[src/rtl/store_load_queue_if.sv]
// CPU request/response, datamem port and store-buffer status of store_load_queue.
// slave is the queue side; master is the CPU/datamem side.
interface store_load_queue_if #(
  parameter int unsigned CNT_W = 3
) ();
  logic             req_valid;
  logic             req_ready;
  logic             req_we;
  logic [1:0]       req_size;
  logic             req_unsigned;
  logic [31:0]      req_addr;
  logic [31:0]      req_wdata;
  logic             rsp_valid;
  logic [31:0]      rsp_rdata;
  logic [31:0]      mem_addr;
  logic [31:0]      mem_wdata;
  logic             mem_wen;
  logic [1:0]       mem_width;
  logic [31:0]      mem_rdata;
  logic [CNT_W-1:0] sb_count;
  logic             sb_empty;

  modport slave (
    input  req_valid, req_we, req_size, req_unsigned, req_addr, req_wdata, mem_rdata,
    output req_ready, rsp_valid, rsp_rdata, mem_addr, mem_wdata, mem_wen, mem_width,
           sb_count, sb_empty
  );

  modport master (
    output req_valid, req_we, req_size, req_unsigned, req_addr, req_wdata, mem_rdata,
    input  req_ready, rsp_valid, rsp_rdata, mem_addr, mem_wdata, mem_wen, mem_width,
           sb_count, sb_empty
  );
endinterface

[src/rtl/store_load_queue.sv]
// Memory front end: in-order store buffer draining one store per cycle into datamem,
// loads issued only when the buffer is empty, with registered sign/zero-extended response.
module store_load_queue #(
  parameter int unsigned DEPTH = 4,
  parameter int unsigned CNT_W = $clog2(DEPTH) + 1
) (
  input logic                clk,
  input logic                rst,
  store_load_queue_if.slave  bus
);
  localparam int unsigned PTR_W = $clog2(DEPTH);

  logic [PTR_W-1:0] head_q, tail_q;
  logic [CNT_W-1:0] count_q;
  logic             rsp_valid_q;
  logic [31:0]      rsp_rdata_q;

  logic [31:0] ent_addr  [DEPTH];
  logic [31:0] ent_wdata [DEPTH];
  logic [1:0]  ent_width [DEPTH];

  logic        drain, can_store, store_hs, load_hs;
  logic [1:0]  req_width;
  logic [31:0] load_data;

  // datamem encoding is reversed relative to the CPU size field
  function automatic logic [1:0] size_to_width(input logic [1:0] size);
    case (size)
      2'b00:   return 2'b10;
      2'b01:   return 2'b01;
      default: return 2'b00;
    endcase
  endfunction

  always_comb begin
    drain     = (count_q != '0);
    can_store = (count_q < CNT_W'(DEPTH));
    store_hs  = bus.req_valid & bus.req_we & can_store;
    load_hs   = bus.req_valid & ~bus.req_we & ~drain;
    req_width = size_to_width(bus.req_size);
    bus.req_ready = bus.req_we ? can_store : ~drain;
    bus.sb_count  = count_q;
    bus.sb_empty  = ~drain;
    bus.rsp_valid = rsp_valid_q;
    bus.rsp_rdata = rsp_rdata_q;
  end

  // The drain always owns the memory port; a load only gets it when nothing is buffered.
  always_comb begin
    bus.mem_addr  = '0;
    bus.mem_wdata = '0;
    bus.mem_wen   = 1'b0;
    bus.mem_width = 2'b00;
    if (drain) begin
      bus.mem_addr  = ent_addr[head_q];
      bus.mem_wdata = ent_wdata[head_q];
      bus.mem_wen   = 1'b1;
      bus.mem_width = ent_width[head_q];
    end else if (load_hs) begin
      bus.mem_addr  = bus.req_addr;
      bus.mem_width = req_width;
    end
  end

  always_comb begin
    case (bus.req_size)
      2'b00:   load_data = {{24{~bus.req_unsigned & bus.mem_rdata[7]}}, bus.mem_rdata[7:0]};
      2'b01:   load_data = {{16{~bus.req_unsigned & bus.mem_rdata[15]}}, bus.mem_rdata[15:0]};
      default: load_data = bus.mem_rdata;
    endcase
  end

  always_ff @(posedge clk or posedge rst) begin
    if (rst) begin
      head_q      <= '0;
      tail_q      <= '0;
      count_q     <= '0;
      rsp_valid_q <= 1'b0;
      rsp_rdata_q <= '0;
    end else begin
      if (store_hs) tail_q <= tail_q + PTR_W'(1);
      if (drain)    head_q <= head_q + PTR_W'(1);
      case ({store_hs, drain})
        2'b10:   count_q <= count_q + CNT_W'(1);
        2'b01:   count_q <= count_q - CNT_W'(1);
        default: count_q <= count_q;
      endcase
      rsp_valid_q <= load_hs;
      if (load_hs) rsp_rdata_q <= load_data;
    end
  end

  // Entry storage needs no reset: count_q gates every read.
  always_ff @(posedge clk) begin
    if (store_hs) begin
      ent_addr[tail_q]  <= bus.req_addr;
      ent_wdata[tail_q] <= bus.req_wdata;
      ent_width[tail_q] <= req_width;
    end
  end
endmodule

[src/flat_wrapper.sv]
// flat-port wrapper written by rule: the top's interface ports become plain ports
module store_load_queue_flat 
#(
  parameter int unsigned DEPTH = 4,
  parameter int unsigned CNT_W = $clog2(DEPTH) + 1
)
  (clk, rst, bus_req_valid, bus_req_we, bus_req_size, bus_req_unsigned, bus_req_addr, bus_req_wdata, bus_mem_rdata, bus_req_ready, bus_rsp_valid, bus_rsp_rdata, bus_mem_addr, bus_mem_wdata, bus_mem_wen, bus_mem_width, bus_sb_count, bus_sb_empty);
  store_load_queue_if #(.CNT_W(CNT_W)) bus_i ();
  input logic clk;
  input logic rst;
  input wire logic [$bits(bus_i.req_valid)-1:0] bus_req_valid;
  input wire logic [$bits(bus_i.req_we)-1:0] bus_req_we;
  input wire logic [$bits(bus_i.req_size)-1:0] bus_req_size;
  input wire logic [$bits(bus_i.req_unsigned)-1:0] bus_req_unsigned;
  input wire logic [$bits(bus_i.req_addr)-1:0] bus_req_addr;
  input wire logic [$bits(bus_i.req_wdata)-1:0] bus_req_wdata;
  input wire logic [$bits(bus_i.mem_rdata)-1:0] bus_mem_rdata;
  output wire logic [$bits(bus_i.req_ready)-1:0] bus_req_ready;
  output wire logic [$bits(bus_i.rsp_valid)-1:0] bus_rsp_valid;
  output wire logic [$bits(bus_i.rsp_rdata)-1:0] bus_rsp_rdata;
  output wire logic [$bits(bus_i.mem_addr)-1:0] bus_mem_addr;
  output wire logic [$bits(bus_i.mem_wdata)-1:0] bus_mem_wdata;
  output wire logic [$bits(bus_i.mem_wen)-1:0] bus_mem_wen;
  output wire logic [$bits(bus_i.mem_width)-1:0] bus_mem_width;
  output wire logic [$bits(bus_i.sb_count)-1:0] bus_sb_count;
  output wire logic [$bits(bus_i.sb_empty)-1:0] bus_sb_empty;
  assign bus_i.req_valid = bus_req_valid;
  assign bus_i.req_we = bus_req_we;
  assign bus_i.req_size = bus_req_size;
  assign bus_i.req_unsigned = bus_req_unsigned;
  assign bus_i.req_addr = bus_req_addr;
  assign bus_i.req_wdata = bus_req_wdata;
  assign bus_i.mem_rdata = bus_mem_rdata;
  assign bus_req_ready = bus_i.req_ready;
  assign bus_rsp_valid = bus_i.rsp_valid;
  assign bus_rsp_rdata = bus_i.rsp_rdata;
  assign bus_mem_addr = bus_i.mem_addr;
  assign bus_mem_wdata = bus_i.mem_wdata;
  assign bus_mem_wen = bus_i.mem_wen;
  assign bus_mem_width = bus_i.mem_width;
  assign bus_sb_count = bus_i.sb_count;
  assign bus_sb_empty = bus_i.sb_empty;
  store_load_queue #(.DEPTH(DEPTH), .CNT_W(CNT_W)) u_core (.clk(clk), .rst(rst), .bus(bus_i));
endmodule
[config.mk]
export PLATFORM = sky130hd
export DESIGN_NAME = store_load_queue_flat
export DESIGN_NICKNAME = d
export VERILOG_FILES = /design/src/rtl/store_load_queue_if.sv /design/src/rtl/store_load_queue.sv /design/src/flat_wrapper.sv
export SDC_FILE = /design/constraint.sdc
export NUM_CORES = 1
export LEC_CHECK = 0
export CAP_MARGIN = 10
export CORE_MARGIN = 4
export CORE_UTILIZATION = 53
export CTS_CLUSTER_DIAMETER = 80
export DETAILED_ROUTE_END_ITERATION = 8
export GPL_TIMING_DRIVEN = 0
export PLACE_DENSITY = 0.83
export SLEW_MARGIN = 20
export SYNTH_ARGS = -nofsm -noshare
export SYNTH_HDL_FRONTEND = slang
export SYNTH_SLANG_ARGS = --single-unit
[constraint.sdc]
create_clock -name clk -period 3.3 [get_ports clk]
set_input_delay 0.33 -clock clk [delete_from_list [all_inputs] [get_ports clk]]
set_output_delay 0.33 -clock clk [all_outputs]
set_load 0.02 [all_outputs]
==> out/qor.csv, run 1 <==
stage,metric,value,unit
final_layout,fin cells,1138,
global_route,global-route track usage on met2,0.359,
global_route,met3 usage,0.0345,
yosys,xor/xnor share of the synthesized area,0.00437,
yosys,post-synth top area cell,edfxtp_1,
global_route,GRT overflow,0,
global_route,largest net degree at the start of global routing,37,
critical_path,Worst EP arrival,2870,ps
yosys,Synth Area in Adders,0.00687,
yosys,simple-gate portion of the synthesized area,0.0315,
global_route,first-pass GRT wire length,39300,µm
critical_path,Critical Path RT,2970,ps
die,Core Area,0.0221,mm²
pwr,VDD IR-drop max,0.647,mV
clocking,cts hold-fix bufs,0,
sta,Slew @ Worst Pin,727,ps
global_route,initial antenna violation count,0,
global_route,vias in the first global route,7033,
sta,minimum clock period,3200,ps
clocking,Worst-path clk slew,60,ps
route,post-route ant nets,0,
global_route,All-Layer GR Usage,0.202,
pwr,power per cell area,887,mW/mm²
sta,"Slew Viols, Final",0,
clocking,post-CTS setup buffer count,0,
clocking,H-tree depth,1,
place,Inst Count DP,1084,
global_route,met1 GRT Util,0.266,
final_layout,most frequent cells in the layout,"edfxtp_1, clkdlybuf4s50_1, mux4_2, dfrtp_1, a22o_1",
sta,Min Hold Slack,36.8,ps
place,Setup WS pre-CTS,290,ps
route,Pre-Repair DR Iteration Count,7,
route,drt drc,0,
route,Vias/cell,5.66,
clocking,clk_lat worst skew,530,ps
yosys,Synth Cell Area,0.0120,mm²
yosys,main combinational cell family by area after synthesis,multiplexers,
pwr,clock power share,0.228,
critical_path,R2R cell count,8,
sta,achievable clock frequency,313,MHz
clocking,clk buf depth,3,
yosys,post-synth top area share,0.660,
final_layout,design area,0.0155,mm²
die,IO Pins,208,
final_layout,"commonest non-fill, non-tap cell in the layout",edfxtp_1,
final_layout,Area Growth Syn to Fin,28.6,%
route,vias,6436,
die,Initial Util,0.544,
critical_path,endpoint class of the critical path,output pin,
die,Chip Height,159,µm
clocking,CTS buffer count,30,
final_layout,Fill cells,1353,
die,die width,159,µm
outcome,status,completed,
final_layout,layout cells sized above 1,0.202,
global_route,most congested layer reported by global routing,met2,
pwr,Switching Fraction,0.315,
sta,clk_skew,4.32,ps
yosys,syn nets,702,
sta,fin crit share,0.970,
critical_path,critical path startpoint category,flip-flop,
yosys,Synth cell types,27,
clocking,CTS tree,yes,
pwr,Reg power frac,0.357,
critical_path,r2r setup slk,800,ps
sta,Final WS setup,100,ps
yosys,largest cells by area after synthesis,"edfxtp_1, mux4_2, dfrtp_1, mux2_2, a22o_1",
clocking,CTS root buf,clkbuf_16,
pwr,combinational power share,0.415,
yosys,Synth Area in Compound Gates,0.0352,
route,DR WL/cell,22.7,µm
sta,unrepaired setup endpoints after global routing,no,
die,die area,0.0251,mm²
critical_path,worst r2r dst,u_core.bus.sb_count[2]$_DFFE_PP0P_,
place,"Cell Area, Placed",0.0145,mm²
sta,relative slew slack,0.515,
pwr,internal power,0.00939,W
route,Iter 0 DRT Violations,377,
yosys,Seq cells post-synth,304,
yosys,Syn. warnings,0,
job,max_cap viols,0,
critical_path,Setup Crit Path Kind,flip-flop to output pin,
clocking,Clock Sinks,304,
place,Post-DP HPWL,17200,µm
pwr,P_leak,5.40,nW
critical_path,FF-to-FF Start,u_core.bus.sb_count[0]$_DFFE_PP0P_,
route,total wire length,25800,µm
yosys,post-synthesis mux area share,0.156,
final_layout,Final nets,944,
yosys,syn avg cell area,20.3,µm²
min_path,Hold/Removal Path Class,input pin to asynchronous set/reset pin,
die,Core Rows,54,
sta,Final Hold Fails,0,
sta,setup violators final,0,
yosys,Syn Inst Count,593,
critical_path,CP Max Fanout,10,
pwr,switching power,0.00431,W
place,Port Buf Inserts,206,
place,Final GP Congestion,0.820,
yosys,register area share after synthesis,0.743,
## sequential cells by signal, indices dropped and copies added (netlist names)
signal,cells
u_core.ent_addr,128
u_core.tail_q,2
u_core.ent_width,8
u_core.bus.rsp_valid,1
u_core.bus.rsp_rdata,32
u_core.bus.sb_count,3
u_core.ent_wdata,128
u_core.head_q,2
## power groups by stage
stage,Sequential [W],Combinational (W),Clock [W]
after floorplan,0.00519,0.00307,0
after global placement,0.00495,0.00562,0
after detailed placement,0.00496,0.00574,0
after CTS,0.00489,0.00579,0.00319
after global routing,0.00493,0.00602,0.00336
final,0.00489,0.00569,0.00313
## how the worst max path moves through the flow
stage                                       startpoint                               end
floorplan           u_core.bus.sb_count[2]$_DFFE_PP0P_   u_core.ent_addr[0][0]$_DFFE_PP_
global placement                            bus_req_we  u_core.ent_wdata[1][9]$_DFFE_PP_
detailed placement                       bus_req_valid                   bus_mem_addr[6]
CTS                 u_core.bus.sb_count[0]$_DFFE_PP0P_                 bus_mem_wdata[23]
global route        u_core.bus.sb_count[2]$_DFFE_PP0P_                   bus_mem_addr[4]
finish              u_core.bus.sb_count[2]$_DFFE_PP0P_                   bus_mem_addr[6]
## cells by family (layout without fill, tap and decap cells)
kind of cell	Yosys count	in the layout
other cells	0	1
flops	304	304
xor+xnor	6	6
compound gates	59	59
buf+inv	47	311
simple gates	70	70
fa+ha+maj	6	6
mux	101	101
## routing by layer
metal  wire length, µm  vias to the layer above
li1                  -                     2867
met1             10400                     3370
met2             13800                      177
met3              1330                       22
met4               335                        0
met5                 0                        -
## synth_stat cells (all sizes together)
library cell and instances:
edfxtp 264, mux4 66, dfrtp 40, and2 36
a22o 34, mux2 33, nand2 25, o21ai 25
buf 23, clkbuf 15, inv 9, ha 5
xnor2 4, nor2 3, mux2i 2, xor2 2
fa 1, nand2b 1, nor2b 1, nor4 1
or2 1, or3 1, or4b 1
## per-stage QoR
step / util / setup TNS, ps / power [W]
floorplan: - / 0 / 0.00826
global placement: 0.653 / -274640 / 0.0106
detailed placement: 0.658 / 0 / 0.0107
CTS: 0.699 / 0 / 0.0139
global route: 0.699 / 0 / 0.0143
finish: 0.699 / 0 / 0.0137
## final cells by class
cell class | instances | area, µm² | area share
Buffer | 37 | 236 | 0.0153
Antenna cell | 1 | 2.50 | 0.000162
Multi-Input combinational cell | 242 | 2830 | 0.183
Timing Repair Buffer | 211 | 2160 | 0.140
Clock inverter | 15 | 90.1 | 0.00583
Sequential cell | 304 | 8930 | 0.578
Tap cell | 280 | 350 | 0.0227
Clock buffer | 39 | 816 | 0.0528
Inverter | 9 | 33.8 | 0.00219
## critical path, cell delays in order, from the launching register on
cell and delay (ps):
dfrtp_1 420, nand2b_1 210, nor4_4 270, buf_4 250
buf_2 320, a22o_1 200, clkdlybuf4s50_1 660
## what timing repair did
item,CTS,global route
setup endpoints to repair,40,3
gates resized for setup,2,2
pin swaps,0,0
No activity file was read; power rests on OpenSTA's default activity.
==> inputs of run 2 (changes only) <==
--- a/config.mk
+++ b/config.mk
@@ -11,7 +11,7 @@
 export CTS_CLUSTER_DIAMETER = 80
 export DETAILED_ROUTE_END_ITERATION = 8
 export GPL_TIMING_DRIVEN = 0
-export PLACE_DENSITY = 0.83
+export PLACE_DENSITY_LB_ADDON = 0.2
 export SLEW_MARGIN = 20
 export SYNTH_ARGS = -nofsm -noshare
 export SYNTH_HDL_FRONTEND = slang
==> out/qor.csv, run 2 (same netlist as run 1, synthesis figures left out) <==
stage,metric,value,unit,change
place,Port Buf Inserts,206,,unchanged
final_layout,fin cells,1141,,+0.26%
pwr,power per cell area,886,mW/mm²,about the same
job,max_cap viols,0,,unchanged
clocking,Clock Sinks,304,,unchanged
pwr,VDD IR-drop max,0.614,mV,-5.0%
die,Core Rows,54,,unchanged
global_route,All-Layer GR Usage,0.201,,-0.00114
final_layout,most frequent cells in the layout,"edfxtp_1, clkdlybuf4s50_1, mux4_2, dfrtp_1, a22o_1",,
critical_path,Critical Path RT,2970,ps,about the same
final_layout,Fill cells,1400,,+3.5%
global_route,largest net degree at the start of global routing,41,,+11%
sta,setup violators final,0,,unchanged
clocking,clk_lat worst skew,550,ps,+20 ps
critical_path,max incr delay on CP,620,ps,-40 ps
clocking,cts hold-fix bufs,0,,unchanged
route,drt drc,0,,unchanged
route,DR WL/cell,22.1,µm,-2.4%
global_route,first-pass GRT wire length,38700,µm,-1.4%
die,IO Pins,208,,unchanged
final_layout,Area Growth Syn to Fin,29.2,%,
final_layout,Multi-input gate area,0.00283,mm²,unchanged
critical_path,Buf/Inv on CP,3,,unchanged
critical_path,Top Family by Delay on Critical Path,buffers and inverters,,
route,total wire length,25200,µm,-2.1%
clocking,CTS root buf,clkbuf_16,,
critical_path,Worst EP arrival,2850,ps,-20 ps
sta,unrepaired setup endpoints after global routing,no,,
critical_path,CP cell instances,nand2b_1 -> nor4_4 -> buf_4 -> clkbuf_4 -> a22o_1 -> clkdlybuf4s50_1,,
sta,clk_skew,17.1,ps,+12.8 ps
sta,minimum clock period,3180,ps,-24.2 ps
sta,setup_tns,0,ps,unchanged
route,vias,6354,,-1.3%
route,Pre-Repair DR Iteration Count,5,,-2
final_layout,Final nets,945,,+0.11%
critical_path,endpoint class of the critical path,output pin,,
global_route,initial antenna violation count,1,,+1
critical_path,worst r2r dst,u_core.bus.sb_count[2]$_DFFE_PP0P_,,
critical_path,R2R cell count,8,,unchanged
critical_path,slowest cell on the critical path,clkdlybuf4s50_1,,
route,Vias/cell,5.57,,-1.5%
sta,Final Hold Fails,0,,unchanged
critical_path,r2r setup slk,710,ps,-90 ps
clocking,Worst-path clk slew,60,ps,about the same
final_layout,"commonest non-fill, non-tap cell in the layout",edfxtp_1,,
clocking,clk buf depth,3,,unchanged
sta,"Slew Viols, Final",0,,unchanged
min_path,Hold/Removal Path Class,input pin to asynchronous set/reset pin,,
route,post-route ant nets,0,,unchanged
pwr,P_leak,5.43,nW,+0.58%
outcome,status,completed,,
clocking,CTS buffer count,30,,unchanged
die,Core Area,0.0221,mm²,unchanged
clocking,H-tree depth,1,,unchanged
global_route,vias in the first global route,6951,,-1.2%
route,Iter 0 DRT Violations,434,,+15%
sta,fin crit share,0.962,,-0.00732
clocking,CTS tree,yes,,
place,Inst Count DP,1084,,unchanged
die,Chip Height,159,µm,unchanged
sta,achievable clock frequency,315,MHz,+0.76%
die,Initial Util,0.544,,unchanged
critical_path,Setup Crit Path Kind,flip-flop to output pin,,
final_layout,Final Util,0.703,,+0.00340
sta,Slew @ Worst Pin,679,ps,-48.2 ps
global_route,GRT overflow,0,,unchanged
critical_path,FF-to-FF Start,u_core.bus.sb_count[0]$_DFFE_PP0P_,,
critical_path,CP Max Fanout,10,,unchanged
final_layout,layout cells sized above 1,0.206,,+0.00395
die,die width,159,µm,unchanged
place,Post-DP HPWL,16700,µm,-2.8%
critical_path,critical path startpoint category,flip-flop,,
pwr,Tot Pwr,0.0138,W,+0.43%
die,die area,0.0251,mm²,unchanged
final_layout,register area,0.00893,mm²,unchanged
place,Final GP Congestion,0.807,,-1.5%
sta,relative slew slack,0.547,,+0.0321
-- run 2: cell types whose count changed in the layout (fill, tap and decap cells not counted), sizes merged --
cell,change
clkbuf,+8
clkinv,-6
clkinvlp,+2
buf,-1
clkdlybuf4s50,-1
dlymetal6s2s,+1
-- run 2: worst max path at each step --
stage | from | depth (start not counted) | slack (ps) | end
after CTS | u_core.bus.sb_count[0]$_DFFE_PP0P_ | 4 | 40 | bus_mem_addr[9]
after detailed placement | bus_req_valid | 7 | 220 | bus_mem_addr[4]
after floorplan | u_core.bus.sb_count[2]$_DFFE_PP0P_ | 3 | 320 | u_core.ent_addr[0][0]$_DFFE_PP_
final | u_core.bus.sb_count[2]$_DFFE_PP0P_ | 6 | 120 | bus_mem_addr[13]
after global placement | bus_req_we | 4 | -1200 | u_core.ent_wdata[3][4]$_DFFE_PP_
after global routing | u_core.bus.sb_count[2]$_DFFE_PP0P_ | 6 | 10 | bus_mem_addr[9]
-- run 2: per-stage QoR --
step	hold slack [ps]	cell area, µm²	setup slack [ps]
CTS	50.8	15500	39.9
detailed placement	494	14600	220
floorplan	429	12000	322
global route	63.1	15500	12.7
global placement	472	14400	-1200
finish	57.1	15500	124
-- run 2: layout make-up --
class	count	share of cell area
antenna	1	0.000161
multi-input combinational	242	0.182
sequential	304	0.575
buffer	37	0.0155
clock inverter	11	0.00604
inverter	9	0.00218
timing repair buffer	212	0.141
clock buffer	45	0.0553
tap	280	0.0226
-- run 2: what timing repair did --
| item | in CTS | in global routing |
|---|---|---|
| pin swaps | 0 | 1 |
| setup endpoints to repair | 23 | 10 |
| setup buffers | 0 | 1 |
| resized for setup | 1 | 5 |
-- run 2: layer usage --
layer	vias up	track usage	share of wire
met2	192	0.344	0.51
met5	-	0	0.00028
met3	51	0.0359	0.047
met1	3245	0.267	0.41
li1	2864	-	-
met4	2	0.0605	0.030
-- run 2: power by group --
part | switching (W) | internal (W)
clock network | 0.00135 | 0.00188
logic | 0.00273 | 0.00291
registers | 0.000209 | 0.00468
